[config.mk]
export PLATFORM = sky130hd
export DESIGN_NAME = db_req_queue_flat
export DESIGN_NICKNAME = d
export VERILOG_FILES = /design/src/rtl/db_req_queue_if.sv /design/src/rtl/db_req_queue.sv /design/src/flat_wrapper.sv
export SDC_FILE = /design/constraint.sdc
export NUM_CORES = 1
export LEC_CHECK = 0
export ABC_AREA = 1
export BUFFER_PORTS_ARGS = -buffer_cell sky130_fd_sc_hd__clkbuf_2
export CAP_MARGIN = 0
export CORE_MARGIN = 2
export CORE_UTILIZATION = 48
export DETAILED_ROUTE_END_ITERATION = 12
export PLACE_DENSITY = 0.78
export SYNTH_ARGS = -nofsm -noshare
export SYNTH_HDL_FRONTEND = slang
export SYNTH_SLANG_ARGS = --single-unit
[constraint.sdc]
create_clock -name clk156 -period 6.61 [get_ports clk156]
set_clock_uncertainty 0.05 [all_clocks]
set_input_delay 0.661 -clock clk156 [delete_from_list [all_inputs] [get_ports clk156]]
set_output_delay 0.661 -clock clk156 [all_outputs]
set_load 0.005 [all_outputs]
[src/rtl/db_req_queue_if.sv]
// Signal bundle between the parser/DB environment and db_req_queue.
// The queue takes the slave side; the environment drives the master side.
interface db_req_queue_if #(
  parameter int KEY_SIZE = 96
);
  logic [KEY_SIZE-1:0] in_key;
  logic [3:0]          in_flag;
  logic                in_valid;
  logic                db_req_valid;
  logic                db_req_ready;
  logic [KEY_SIZE-1:0] db_req_key;
  logic [3:0]          db_req_flag;
  logic                db_rsp_valid;
  logic [3:0]          db_rsp_flag;
  logic                out_valid;
  logic [3:0]          out_flag;
  logic [KEY_SIZE-1:0] out_key;
  logic                busy;
  logic [15:0]         drop_cnt;
  logic [15:0]         timeout_cnt;

  modport slave (
    input  in_key, in_flag, in_valid, db_req_ready, db_rsp_valid, db_rsp_flag,
    output db_req_valid, db_req_key, db_req_flag, out_valid, out_flag, out_key,
           busy, drop_cnt, timeout_cnt
  );

  modport master (
    output in_key, in_flag, in_valid, db_req_ready, db_rsp_valid, db_rsp_flag,
    input  db_req_valid, db_req_key, db_req_flag, out_valid, out_flag, out_key,
           busy, drop_cnt, timeout_cnt
  );
endinterface

[src/rtl/db_req_queue.sv]
// Lookup request queue: buffers parser strobes in a FIFO, issues them to the DB
// one at a time, and returns the DB reply (or a synthesized miss on timeout).
module db_req_queue #(
  parameter int KEY_SIZE = 96,
  parameter int FIFO_AW  = 3,
  parameter int TIMEOUT  = 256
) (
  input  logic          clk156,
  input  logic          eth_rst_n,
  db_req_queue_if.slave bus
);
  localparam int DEPTH = 1 << FIFO_AW;
  localparam int TW    = $clog2(TIMEOUT);
  localparam int EW    = KEY_SIZE + 4;
  localparam logic [FIFO_AW:0] FULL = (FIFO_AW+1)'(DEPTH);
  localparam logic [TW-1:0]    TMAX = TW'(TIMEOUT - 1);

  typedef enum logic [1:0] {S_IDLE, S_ISSUE, S_WAIT} state_t;

  state_t              state, state_n;
  logic [EW-1:0]       mem [DEPTH];
  logic [FIFO_AW-1:0]  wr_ptr, rd_ptr;
  logic [FIFO_AW:0]    count;
  logic [TW-1:0]       timer;
  logic [KEY_SIZE-1:0] req_key;
  logic [3:0]          req_flag;
  logic                out_vld;
  logic [3:0]          out_flg;
  logic [KEY_SIZE-1:0] out_k;
  logic [15:0]         drop_cnt, timeout_cnt;

  logic push, drop, pop, accept, rsp_hit, expire;

  assign push    = bus.in_valid && (count != FULL);
  assign drop    = bus.in_valid && (count == FULL);
  // Hold off the pop in the cycle out_valid pulses so back-to-back requests
  // leave at least a two-cycle gap after each reply.
  assign pop     = (state == S_IDLE) && (count != '0) && !out_vld;
  assign accept  = (state == S_ISSUE) && bus.db_req_ready;
  assign rsp_hit = (state == S_WAIT) && bus.db_rsp_valid;
  assign expire  = (state == S_WAIT) && !bus.db_rsp_valid && (timer == TMAX);

  always_ff @(posedge clk156) begin
    if (!eth_rst_n) state <= S_IDLE;
    else            state <= state_n;
  end

  always_comb begin
    state_n = state;
    case (state)
      S_IDLE:  if (pop)                state_n = S_ISSUE;
      S_ISSUE: if (bus.db_req_ready)   state_n = S_WAIT;
      S_WAIT:  if (rsp_hit || expire)  state_n = S_IDLE;
      default:                         state_n = S_IDLE;
    endcase
  end

  always_comb begin
    bus.db_req_valid = (state == S_ISSUE);
    bus.busy         = (state != S_IDLE) || (count != '0);
  end

  always_ff @(posedge clk156) begin
    if (push) mem[wr_ptr] <= {bus.in_flag, bus.in_key};
  end

  always_ff @(posedge clk156) begin
    if (!eth_rst_n) begin
      wr_ptr      <= '0;
      rd_ptr      <= '0;
      count       <= '0;
      timer       <= '0;
      req_key     <= '0;
      req_flag    <= '0;
      out_vld     <= 1'b0;
      out_flg     <= '0;
      out_k       <= '0;
      drop_cnt    <= '0;
      timeout_cnt <= '0;
    end else begin
      if (push) wr_ptr <= wr_ptr + 1'b1;
      if (pop) begin
        {req_flag, req_key} <= mem[rd_ptr];
        rd_ptr              <= rd_ptr + 1'b1;
      end
      if (push && !pop)      count <= count + 1'b1;
      else if (pop && !push) count <= count - 1'b1;

      if (drop && drop_cnt != 16'hFFFF) drop_cnt <= drop_cnt + 16'd1;

      // Timer reads 0 in the accept cycle and counts every cycle after it,
      // so a miss is synthesized TIMEOUT cycles after the handshake.
      if (accept || (state == S_WAIT && !rsp_hit && !expire)) timer <= timer + 1'b1;
      else                                                      timer <= '0;

      out_vld <= rsp_hit || expire;
      if (rsp_hit) begin
        out_flg <= bus.db_rsp_flag;
        out_k   <= req_key;
      end else if (expire) begin
        out_flg <= 4'b0000;
        out_k   <= req_key;
        if (timeout_cnt != 16'hFFFF) timeout_cnt <= timeout_cnt + 16'd1;
      end
    end
  end

  assign bus.db_req_key  = req_key;
  assign bus.db_req_flag = req_flag;
  assign bus.out_valid   = out_vld;
  assign bus.out_flag    = out_flg;
  assign bus.out_key     = out_k;
  assign bus.drop_cnt    = drop_cnt;
  assign bus.timeout_cnt = timeout_cnt;
endmodule

[src/flat_wrapper.sv]
// flat-port wrapper written by rule: the top's interface ports become plain ports
module db_req_queue_flat 
#(
  parameter int KEY_SIZE = 96,
  parameter int FIFO_AW  = 3,
  parameter int TIMEOUT  = 256
)
  (clk156, eth_rst_n, bus_in_key, bus_in_flag, bus_in_valid, bus_db_req_ready, bus_db_rsp_valid, bus_db_rsp_flag, bus_db_req_valid, bus_db_req_key, bus_db_req_flag, bus_out_valid, bus_out_flag, bus_out_key, bus_busy, bus_drop_cnt, bus_timeout_cnt);
  db_req_queue_if #(.KEY_SIZE(KEY_SIZE)) bus_i ();
  input  logic clk156;
  input  logic eth_rst_n;
  input wire logic [$bits(bus_i.in_key)-1:0] bus_in_key;
  input wire logic [$bits(bus_i.in_flag)-1:0] bus_in_flag;
  input wire logic [$bits(bus_i.in_valid)-1:0] bus_in_valid;
  input wire logic [$bits(bus_i.db_req_ready)-1:0] bus_db_req_ready;
  input wire logic [$bits(bus_i.db_rsp_valid)-1:0] bus_db_rsp_valid;
  input wire logic [$bits(bus_i.db_rsp_flag)-1:0] bus_db_rsp_flag;
  output wire logic [$bits(bus_i.db_req_valid)-1:0] bus_db_req_valid;
  output wire logic [$bits(bus_i.db_req_key)-1:0] bus_db_req_key;
  output wire logic [$bits(bus_i.db_req_flag)-1:0] bus_db_req_flag;
  output wire logic [$bits(bus_i.out_valid)-1:0] bus_out_valid;
  output wire logic [$bits(bus_i.out_flag)-1:0] bus_out_flag;
  output wire logic [$bits(bus_i.out_key)-1:0] bus_out_key;
  output wire logic [$bits(bus_i.busy)-1:0] bus_busy;
  output wire logic [$bits(bus_i.drop_cnt)-1:0] bus_drop_cnt;
  output wire logic [$bits(bus_i.timeout_cnt)-1:0] bus_timeout_cnt;
  assign bus_i.in_key = bus_in_key;
  assign bus_i.in_flag = bus_in_flag;
  assign bus_i.in_valid = bus_in_valid;
  assign bus_i.db_req_ready = bus_db_req_ready;
  assign bus_i.db_rsp_valid = bus_db_rsp_valid;
  assign bus_i.db_rsp_flag = bus_db_rsp_flag;
  assign bus_db_req_valid = bus_i.db_req_valid;
  assign bus_db_req_key = bus_i.db_req_key;
  assign bus_db_req_flag = bus_i.db_req_flag;
  assign bus_out_valid = bus_i.out_valid;
  assign bus_out_flag = bus_i.out_flag;
  assign bus_out_key = bus_i.out_key;
  assign bus_busy = bus_i.busy;
  assign bus_drop_cnt = bus_i.drop_cnt;
  assign bus_timeout_cnt = bus_i.timeout_cnt;
  db_req_queue #(.KEY_SIZE(KEY_SIZE), .FIFO_AW(FIFO_AW), .TIMEOUT(TIMEOUT)) u_core (.clk156(clk156), .eth_rst_n(eth_rst_n), .bus(bus_i));
endmodule
**After elaboration in Yosys (flattened, before gate mapping)**

Memories as Yosys holds them, arrays and structs flattened. A register that Yosys moved wholly into a read port is not among the register bits.
Cells that the tools add are included.

- Flip-flop bits (word level): 153
- Output and inout bits: 235
- Memories kept: 1
- RAM bits: 800

Memory list:

| memory | depth | bits a word | rd ports | clocked after Yosys merged registers in | write ports | RTL line | source |
|---|---|---|---|---|---|---|---|
| u_core.mem | 8 | 100 | 1 | 1 | 1 | db_req_queue.sv:21 | `logic [EW-1:0] mem [DEPTH];` |

- Multiplexer cells: 12
- Reductions and logical operators: 31
- Bitwise operators: 1
- Eq/ne operators: 10
- Add/subtract/negate cells: 7

Operators with widths:

| operator | count |
|---|---|
| $mux W96 | 2 |
| $add A16 B1 Y16 const B | 2 |
| $ne A16 B16 Y1 const B | 2 |
| $mux W4 | 4 |
| $logic_and A1 B1 Y1 | 13 |
| $add A8 B1 Y8 const B | 1 |
| $eq A8 B8 Y1 const B | 1 |
| $logic_not A1 Y1 | 7 |
| $add A3 B1 Y3 const B | 2 |
| $mux W2 | 3 |
| $pmux W2 S3 | 1 |
| $reduce_and A3 Y1 | 2 |
| $reduce_bool A2 Y1 | 3 |
| $add A4 B1 Y4 const B | 1 |
| $eq A4 B4 Y1 const B | 1 |
| $ne A2 B2 Y1 const B | 2 |
| $ne A4 B4 Y1 const B | 1 |
| $reduce_bool A4 Y1 | 1 |
| $sub A4 B1 Y4 const B | 1 |
| $logic_or A1 B1 Y1 | 3 |
| $eq A2 B1 Y1 const B | 1 |
| $eq A2 B2 Y1 const B | 1 |
| $logic_not A2 Y1 | 1 |
| $mux W1 | 2 |
| 3 further kinds | 3 |

**Longest topological paths before layout**

Gate-level depths: netlist (run 1).

- Depth in word-level cells: 7
- Gate-level depth with buffers: 13
- Gate-level depth less buffers: 13

**Least setup slack after synthesis (run 1)**

OpenSTA, ideal clock, no wires.

- Path kind: input to register
- Start: in bus_in_valid
- End: mem u_core.mem[0][0] (netlist name), enable pin
- Data required time: 6.000 ns
- Slack: 0.866 ns
- Data arrival time: 5.135 ns
- Stages on the path: 4
- Path buffers: 0
- Path through: nand2_1 inv_1 nand2_1 nor2_1

- Cells in the longest elaborated chain, start to end: 3

Ends and longest elaborated chain:

| what | RTL line | source |
|---|---|---|
| start: declaration | flat_wrapper.sv:14 | `input wire logic [$bits(bus_i.in_valid)-1:0] bus_in_valid;` |
| $logic_and A1 B1 Y1 | db_req_queue.sv:34 | `assign push = bus.in_valid && (count != FULL);` |
| named net u_core.push | db_req_queue.sv:32 | `logic push, drop, pop, accept, rsp_hit, expire;` |
| $mux W1 | db_req_queue.sv:64 | `if (push) mem[wr_ptr] <= {bus.in_flag, bus.in_key};` |
| $mux W1 (implied by the code) | db_req_queue.sv:64 |  |
| end: declaration | db_req_queue.sv:21 |  |

The timed path passes the listed nets, and every way through them passes these cells.

==> impl_metrics.py, run 1 <==
metrics = {
    "sta": {
        "finalSetupViolations": 0,
        "max_slew.worst_pin.slew_ns": 1.65,
        "slew_viol_final": 153,
        "hold_viol": 0,
        "maxSlewHeadroom_pct": -10.3,
        "max_freq_mhz": 265,
        "grt_setup_unrepaired": "false",
        "fin_tns_setup_ns": 0,
        "min_period_ns": 3.77,
        "setup_slack_ns": 2.84,
        "min_period_over_period_pct": 57.1,
    },
    "setup_path": {
        "arrival_ns": 4.22,
        "crit_type": "flip-flop to flip-flop",
        "rr_worst_depth": 8,
        "crit_family": "buffers and inverters",
        "critical_path_buf_inv_count": 2,
        "crit_chain": "clkinv_8 > buf_4 > nor2_1 > nor2_1 > o21ai_0 > o211ai_1 > nand2_1 > a21oi_1",
        "regToRegSetupSlack_ns": 2.84,
        "crit_path_frequent_cell": "nor2_1",
        "r2r-end": "u_core.bus.db_req_flag[0]",
        "worstPathRequired_ns": 7.06,
        "cp_slowest_stage_delay_ns": 0.96,
        "crit-reg2reg-launch": "u_core.rd_ptr[0]",
        "critPathMaxFanout": 207,
        "critPathCaptureType": "flip-flop",
        "startpoint": "u_core.rd_ptr[0]",
        "cp-start-kind": "flip-flop",
        "slowest_stage": "dfxtp_4",
    },
    "synthesis": {
        "synthArstFlopShare_pct": 0,
        "synthAdderAreaFrac_pct": 0.296,
        "synth_area_um2": 40500,
        "synth_edf_count": 800,
        "synth_compound_area_share_pct": 13.7,
        "ys_seq_area_share_pct": 71.8,
        "synthMuxAreaShare_pct": 0,
        "netlist_instances": 3479,
        "synth_top_area_cell": "edfxtp_1",
        "synth.distinct_cells": 34,
        "synth.top_cells.by_area": "edfxtp_1 (59%), dfxtp_1 (12%), nor2_1 (6.9%)",
        "syn_nets": 3597,
        "yosysMostFrequentCell": "edfxtp_1",
        "synthXorXnorAreaFrac_pct": 0.281,
        "synth_ff_type": "edfxtp_1",
        "synth_seq_cells": 1053,
        "yosysWarnings": 0,
        "synth.avg_cell_area_um2": 11.7,
        "yosysTopAreaCellShare_pct": 59.3,
        "synthSimpleGateAreaFrac_pct": 9.79,
        "synth_top_family_by_area": "compound AO/OA/AOI/OAI gates",
        "synth_common_cells": "edfxtp_1 (800), nor2_1 (748), o21ai_0 (461)",
    },
    "detailed_routing": {
        "wl_per_cell_um": 19.5,
        "wl_um": 96800,
        "drt.antenna.violating_nets": 0,
        "drt_iter0_markers": 2518,
        "drtPass1Iterations": 7,
        "routed_via_density": 5.47,
        "drc": 0,
        "vias": 27200,
    },
    "finish": {
        "areaGrowthSynthToFinish_pct": 14.6,
        "utilization_pct": 55.5,
        "fill_cells": 6668,
        "multi_input_area_um2": 9830,
        "fin_nets": 3848,
        "drive_above_1_share_pct": 14.8,
        "fin_cells": 4964,
        "seq_area_um2": 29100,
    },
    "place": {
        "portBuffers": 343,
        "place_inst": 4757,
        "place.gp.congestion": 0.824,
        "pre_cts_ws_ns": 3.05,
        "dpl.hpwl_um": 51200,
    },
    "clock_network": {
        "cts_buffers": 105,
        "path_clk_slew_ns": 0.06,
        "insertion_delay_ns": 0.69,
        "cts-resized-gates": 0,
        "clock_sinks": 1053,
        "tritoncts": "yes",
        "cts-root-buf": "clkbuf_16",
        "hold_buffers": 0,
        "cts_max_level": 3,
        "cts_setup_buffers": 0,
        "cts_max_path_buffers": 3,
    },
    "grt": {
        "grt_pass1_vias": 25600,
        "grt_start_max_net_pins": 276,
        "antenna_found_initial": 18,
        "grt_pass1_wl_um": 147000,
        "overflow": 0,
        "track_usage_pct": 21.9,
    },
    "pwr": {
        "p_seq_share_pct": 45.5,
        "switchingPower_mw": 5.61,
        "swShare_pct": 31.3,
        "power.density_nw_per_um2": 386,
        "combPwrFrac_pct": 20.8,
        "p_total_mw": 17.9,
        "p_int_mw": 12.3,
        "clkPwrFrac_pct": 33.6,
        "ir_drop_mv": 0.407,
        "leakagePower_nw": 16.9,
    },
    "worst_hold_path": {
        "hold_end": "u_core.bus.out_flag[2]",
        "hp-class": "input port to flip-flop",
        "hp-start": "bus_db_rsp_flag[2]",
        "worstHoldPathCells": 3,
    },
    "die": {
        "die_w_um": 295,
        "core_um2": 83700,
        "row_count": 106,
        "io_pins": 344,
        "start_util_pct": 48.4,
        "die_h_um": 295,
        "die_area_um2": 86800,
    },
    "flow_run": {
        "maxCapViolCount": 0,
    },
    "run_status": {
        "violations": "max-slew violations",
        "status": "finished, violations left",
    },
}
## cells in the final DEF (no fill, tap or decap), types with 4 or more instances in the layout
cell type,Yosys,routed
edfxtp_1,800,800
nor2_1,748,740
o21ai_0,461,461
clkbuf_2,0,342
dfxtp_1,253,250
nand2_1,232,232
o211ai_1,200,200
a21oi_1,195,195
o21ai_1,147,147
inv_1,127,126
clkbuf_16,0,106
nand3_1,37,37
buf_4,10,27
clkinv_2,0,22
clkbuf_1,133,19
clkinv_1,1,14
clkbuf_8,0,12
nor2_4,1,9
bufinv_16,0,9
xor2_1,8,8
ha_1,8,8
diode_2,0,7
nor3_1,7,7
inv_6,0,6
xnor2_1,5,5
clkinv_16,0,4
clkinv_4,0,4
## worst max path at each step
stage | endpoint | slack [ns] | cells past startpoint
3_3_place_gp | u_core.bus.db_req_key[94] | 3.13 | 8
6_report | u_core.bus.db_req_flag[0] | 2.84 | 8
5_1_grt | u_core.bus.db_req_key[95] | 2.65 | 8
3_5_place_dp | u_core.bus.db_req_flag[2] | 3.05 | 8
2_1_floorplan | u_core.mem[0][0] | 0.87 | 4
4_1_cts | u_core.bus.db_req_key[7] | 3.01 | 8
## power by group through the flow
stage          Combinational, mW  Clock (mW)  Sequential, mW
2_1_floorplan               2.74           0            8.08
3_3_place_gp                3.60           0            8.29
3_5_place_dp                3.71           0            8.30
4_1_cts                     3.75        6.13            8.16
5_1_grt                     4.21        6.39            8.22
6_report                    3.74        6.03            8.17
## routing by layer
metal / track usage [%] / routed length (µm) / share of wire [%]
met4: 7.49 / 2430 / 2.5
met5: 0 / 147 / 0.15
met3: 4.34 / 7510 / 7.8
met2: 35.5 / 46000 / 48
met1: 29.5 / 40700 / 42
## logic make-up after synthesis
| family | Yosys count |
|---|---|
| AO/OA/AOI/OAI | 1007 |
| AND/OR/NAND/NOR | 1034 |
| adder cells (fa/ha/maj) | 9 |
| buffers and inverters | 363 |
| flip-flops | 1053 |
| XOR/XNOR | 13 |
## sequential cells by signal, indices dropped and copies added, names as in the netlist
name	count
u_core.bus.drop_cnt	16
u_core.bus.db_req_key	96
u_core.timer	8
u_core.mem	800
u_core.bus.out_valid	1
u_core.bus.timeout_cnt	16
u_core.wr_ptr	3
u_core.state	2
u_core.bus.db_req_flag	4
u_core.bus.out_flag	4
u_core.count	4
u_core.bus.out_key	96
u_core.rd_ptr	3
## metrics by stage
stage | hold slack, ns | instance area, µm²
final | 0.180 | 46500
after global routing | 0.162 | 46500
after CTS | 0.136 | 46400
after detailed placement | 0.390 | 42900
after global placement | 0.378 | 42900
after floorplan | 0.368 | 40500
## final cells by class
class / instances / area share [%]
multi-input cells: 2063 / 21.2
clock inverters: 63 / 1.49
well taps: 1134 / 3.05
diodes: 7 / 0.0377
flip-flops and latches: 1053 / 62.6
inverters: 134 / 1.13
repair buffers: 373 / 4.27
clock buffers: 137 / 6.22
## worst register-to-register path, delay by kind of cell, from the launching register on
family          cells  cell delay [ns]
compound gates      3             0.31
buf+inv             2             1.88
flops               1             0.96
simple gates        3             0.38
No activity file was read; power rests on OpenSTA's default activity.
==> run 2, diff against run 1 <==
Clock period 6.61 ns to 3.49 ns, I/O delays scaled along.
==> run 2 against run 1 <==
  * The run now ends clean
  * Clock power is 84% higher
  * Largest power group unchanged
  * Largest cell class unchanged
  * Final cell count rose by 2.7%
  * Final area rose by 3.4%
  * Highest routed layer unchanged
  * Critical endpoint is now u_core.mem[2][63]
  * Critical path depth shrank 1
  * Combinational power is 110% higher
==> impl_metrics.py, run 2 (synthesis results as in run 1) <==
metrics = {
    "finish": {
        "top_register": "u_core.mem",
        "drive_above_1_share_pct": 15.2,
        "largest_register_ffs": 800,
        "fill_cells": 6534,
        "areaGrowthSynthToFinish_pct": 18.5,
        "final_area_um2": 48000,
        "seq_area_um2": 29100,
        "final_common_cell": "edfxtp_1",
        "layout_common_cells": "edfxtp_1 (800), nor2_1 (740), o21ai_0 (461)",
        "fin_nets": 3987,
        "multi_input_area_um2": 9830,
    },
    "clock_network": {
        "cts-root-buf": "clkbuf_16",
        "cts_buffers": 103,
        "hold_buffers": 104,
        "path_clk_slew_ns": 0.06,
        "tritoncts": "yes",
        "cts-resized-gates": 0,
        "cts_max_path_buffers": 3,
        "insertion_delay_ns": 0.65,
        "clock_sinks": 1053,
        "cts_setup_buffers": 0,
        "cts_max_level": 3,
    },
    "detailed_routing": {
        "drt_iter0_markers": 2118,
        "routed_via_density": 5.44,
        "drt.antenna.violating_nets": 0,
        "drtPass1Iterations": 8,
        "drc": 0,
        "wl_um": 94600,
        "wl_per_cell_um": 18.6,
        "vias": 27800,
    },
    "place": {
        "pre_cts_ws_ns": 0.990,
        "dpl.hpwl_um": 53600,
        "postPlaceCellArea_um2": 43500,
        "place.gp.congestion": 0.777,
        "portBuffers": 343,
    },
    "die": {
        "die_w_um": 295,
        "io_pins": 344,
        "die_h_um": 295,
        "die_area_um2": 86800,
        "start_util_pct": 48.4,
        "core_um2": 83700,
        "row_count": 106,
    },
    "grt": {
        "grt_pass1_vias": 26400,
        "antenna_found_initial": 9,
        "grt_start_max_net_pins": 196,
        "track_usage_pct": 21.3,
        "overflow": 0,
        "grt_pass1_wl_um": 146000,
    },
    "sta": {
        "finalSetupViolations": 0,
        "min_period_ns": 2.50,
        "setup_slack_ns": 0.991,
        "maxSlewHeadroom_pct": 31.1,
        "hold_viol": 0,
        "max_slew.worst_pin.slew_ns": 1.03,
        "fin_tns_setup_ns": 0,
        "min_period_over_period_pct": 71.6,
        "grt_setup_unrepaired": "false",
        "max_freq_mhz": 400,
        "slew_viol_final": 0,
    },
    "run_status": {
        "status": "finished, final reports clean",
    },
    "setup_path": {
        "worstPathRequired_ns": 3.78,
        "crit_type": "flip-flop to flip-flop",
        "critPathCaptureType": "flip-flop",
        "cp-start-kind": "flip-flop",
        "arrival_ns": 2.79,
        "critPathMaxFanout": 20,
    },
    "flow_run": {
        "maxCapViolCount": 0,
    },
    "pwr": {
        "leakagePower_nw": 17.6,
        "power.density_nw_per_um2": 708,
        "ir_drop_mv": 0.489,
    },
    "worst_hold_path": {
        "hp-class": "input port to flip-flop",
    },
}
run 2: cell types whose count changed in the layout (fill, tap and decap cells not counted), sizes merged:
cell / previous run / this run
bufinv: 9 / 8
clkbuf: 479 / 474
clkinv: 46 / 40
clkinvlp: 3 / 9
dlygate4sd3: 0 / 104
buf: 31 / 68
run 2: worst max-delay path, stage by stage (launching register included):
cell and delay [ns]:
dfxtp_1 0.40, nor2_1 0.08, nand3_1 0.09, nand2_1 0.13
inv_1 0.13, nand2_1 0.24, nor2_4 0.76, buf_12 0.27
run 2: path summary, 6_finish.rpt:
kind / cells after the start / from / end / slack [ns]
worst max-delay path: 7 / u_core.count[1] / u_core.mem[2][63] / 0.99
worst min register to register: 1 / u_core.timer[0] / u_core.timer[0] / 0.41
worst max register to register: 7 / u_core.count[1] / u_core.mem[2][63] / 0.99
worst min-delay path: 3 / bus_in_valid / u_core.wr_ptr[1] / 0.05
run 2: routing by layer:
metal | track usage, % | wire (µm) | up-vias
met5 | 0 | 28 | -
met4 | 7.39 | 2240 | 4
met3 | 3.32 | 5380 | 144
met2 | 35.6 | 46400 | 921
met1 | 28.4 | 40500 | 13600
li1 | - | - | 13100
run 2: where the power goes:
group	internal [mW]	switching [mW]	leakage, nW	total (mW)
clock	6.43	4.64	1.68	11.1
combinational	2.53	5.21	6.55	7.74
sequential	14.5	0.653	9.33	15.2
run 2: area by class of cell:
class	count	area share, %
Sequential cell	1053	60.6
Inverter	134	1.09
Antenna cell	7	0.0365
Clock inverter	62	1.15
Tap cell	1134	2.95
Multi-Input combinational cell	2063	20.5
Clock buffer	132	5.98
Timing Repair Buffer	514	7.74
run 2: metrics by stage:
| stage | power, mW | instances | utilization [%] | hold slack (ns) |
|---|---|---|---|---|
| 5_1_grt | 35.6 | 5099 | 57.4 | 0.0512 |
| 4_1_cts | 34.2 | 5092 | 57.4 | 0.0128 |
| 3_5_place_dp | 23.0 | 4794 | 52.0 | 0.409 |
| 3_3_place_gp | 22.8 | 4794 | 52.0 | 0.381 |
| 2_1_floorplan | 20.4 | 3479 | - | 0.368 |
| 6_report | 34.0 | 5099 | 57.4 | 0.0498 |
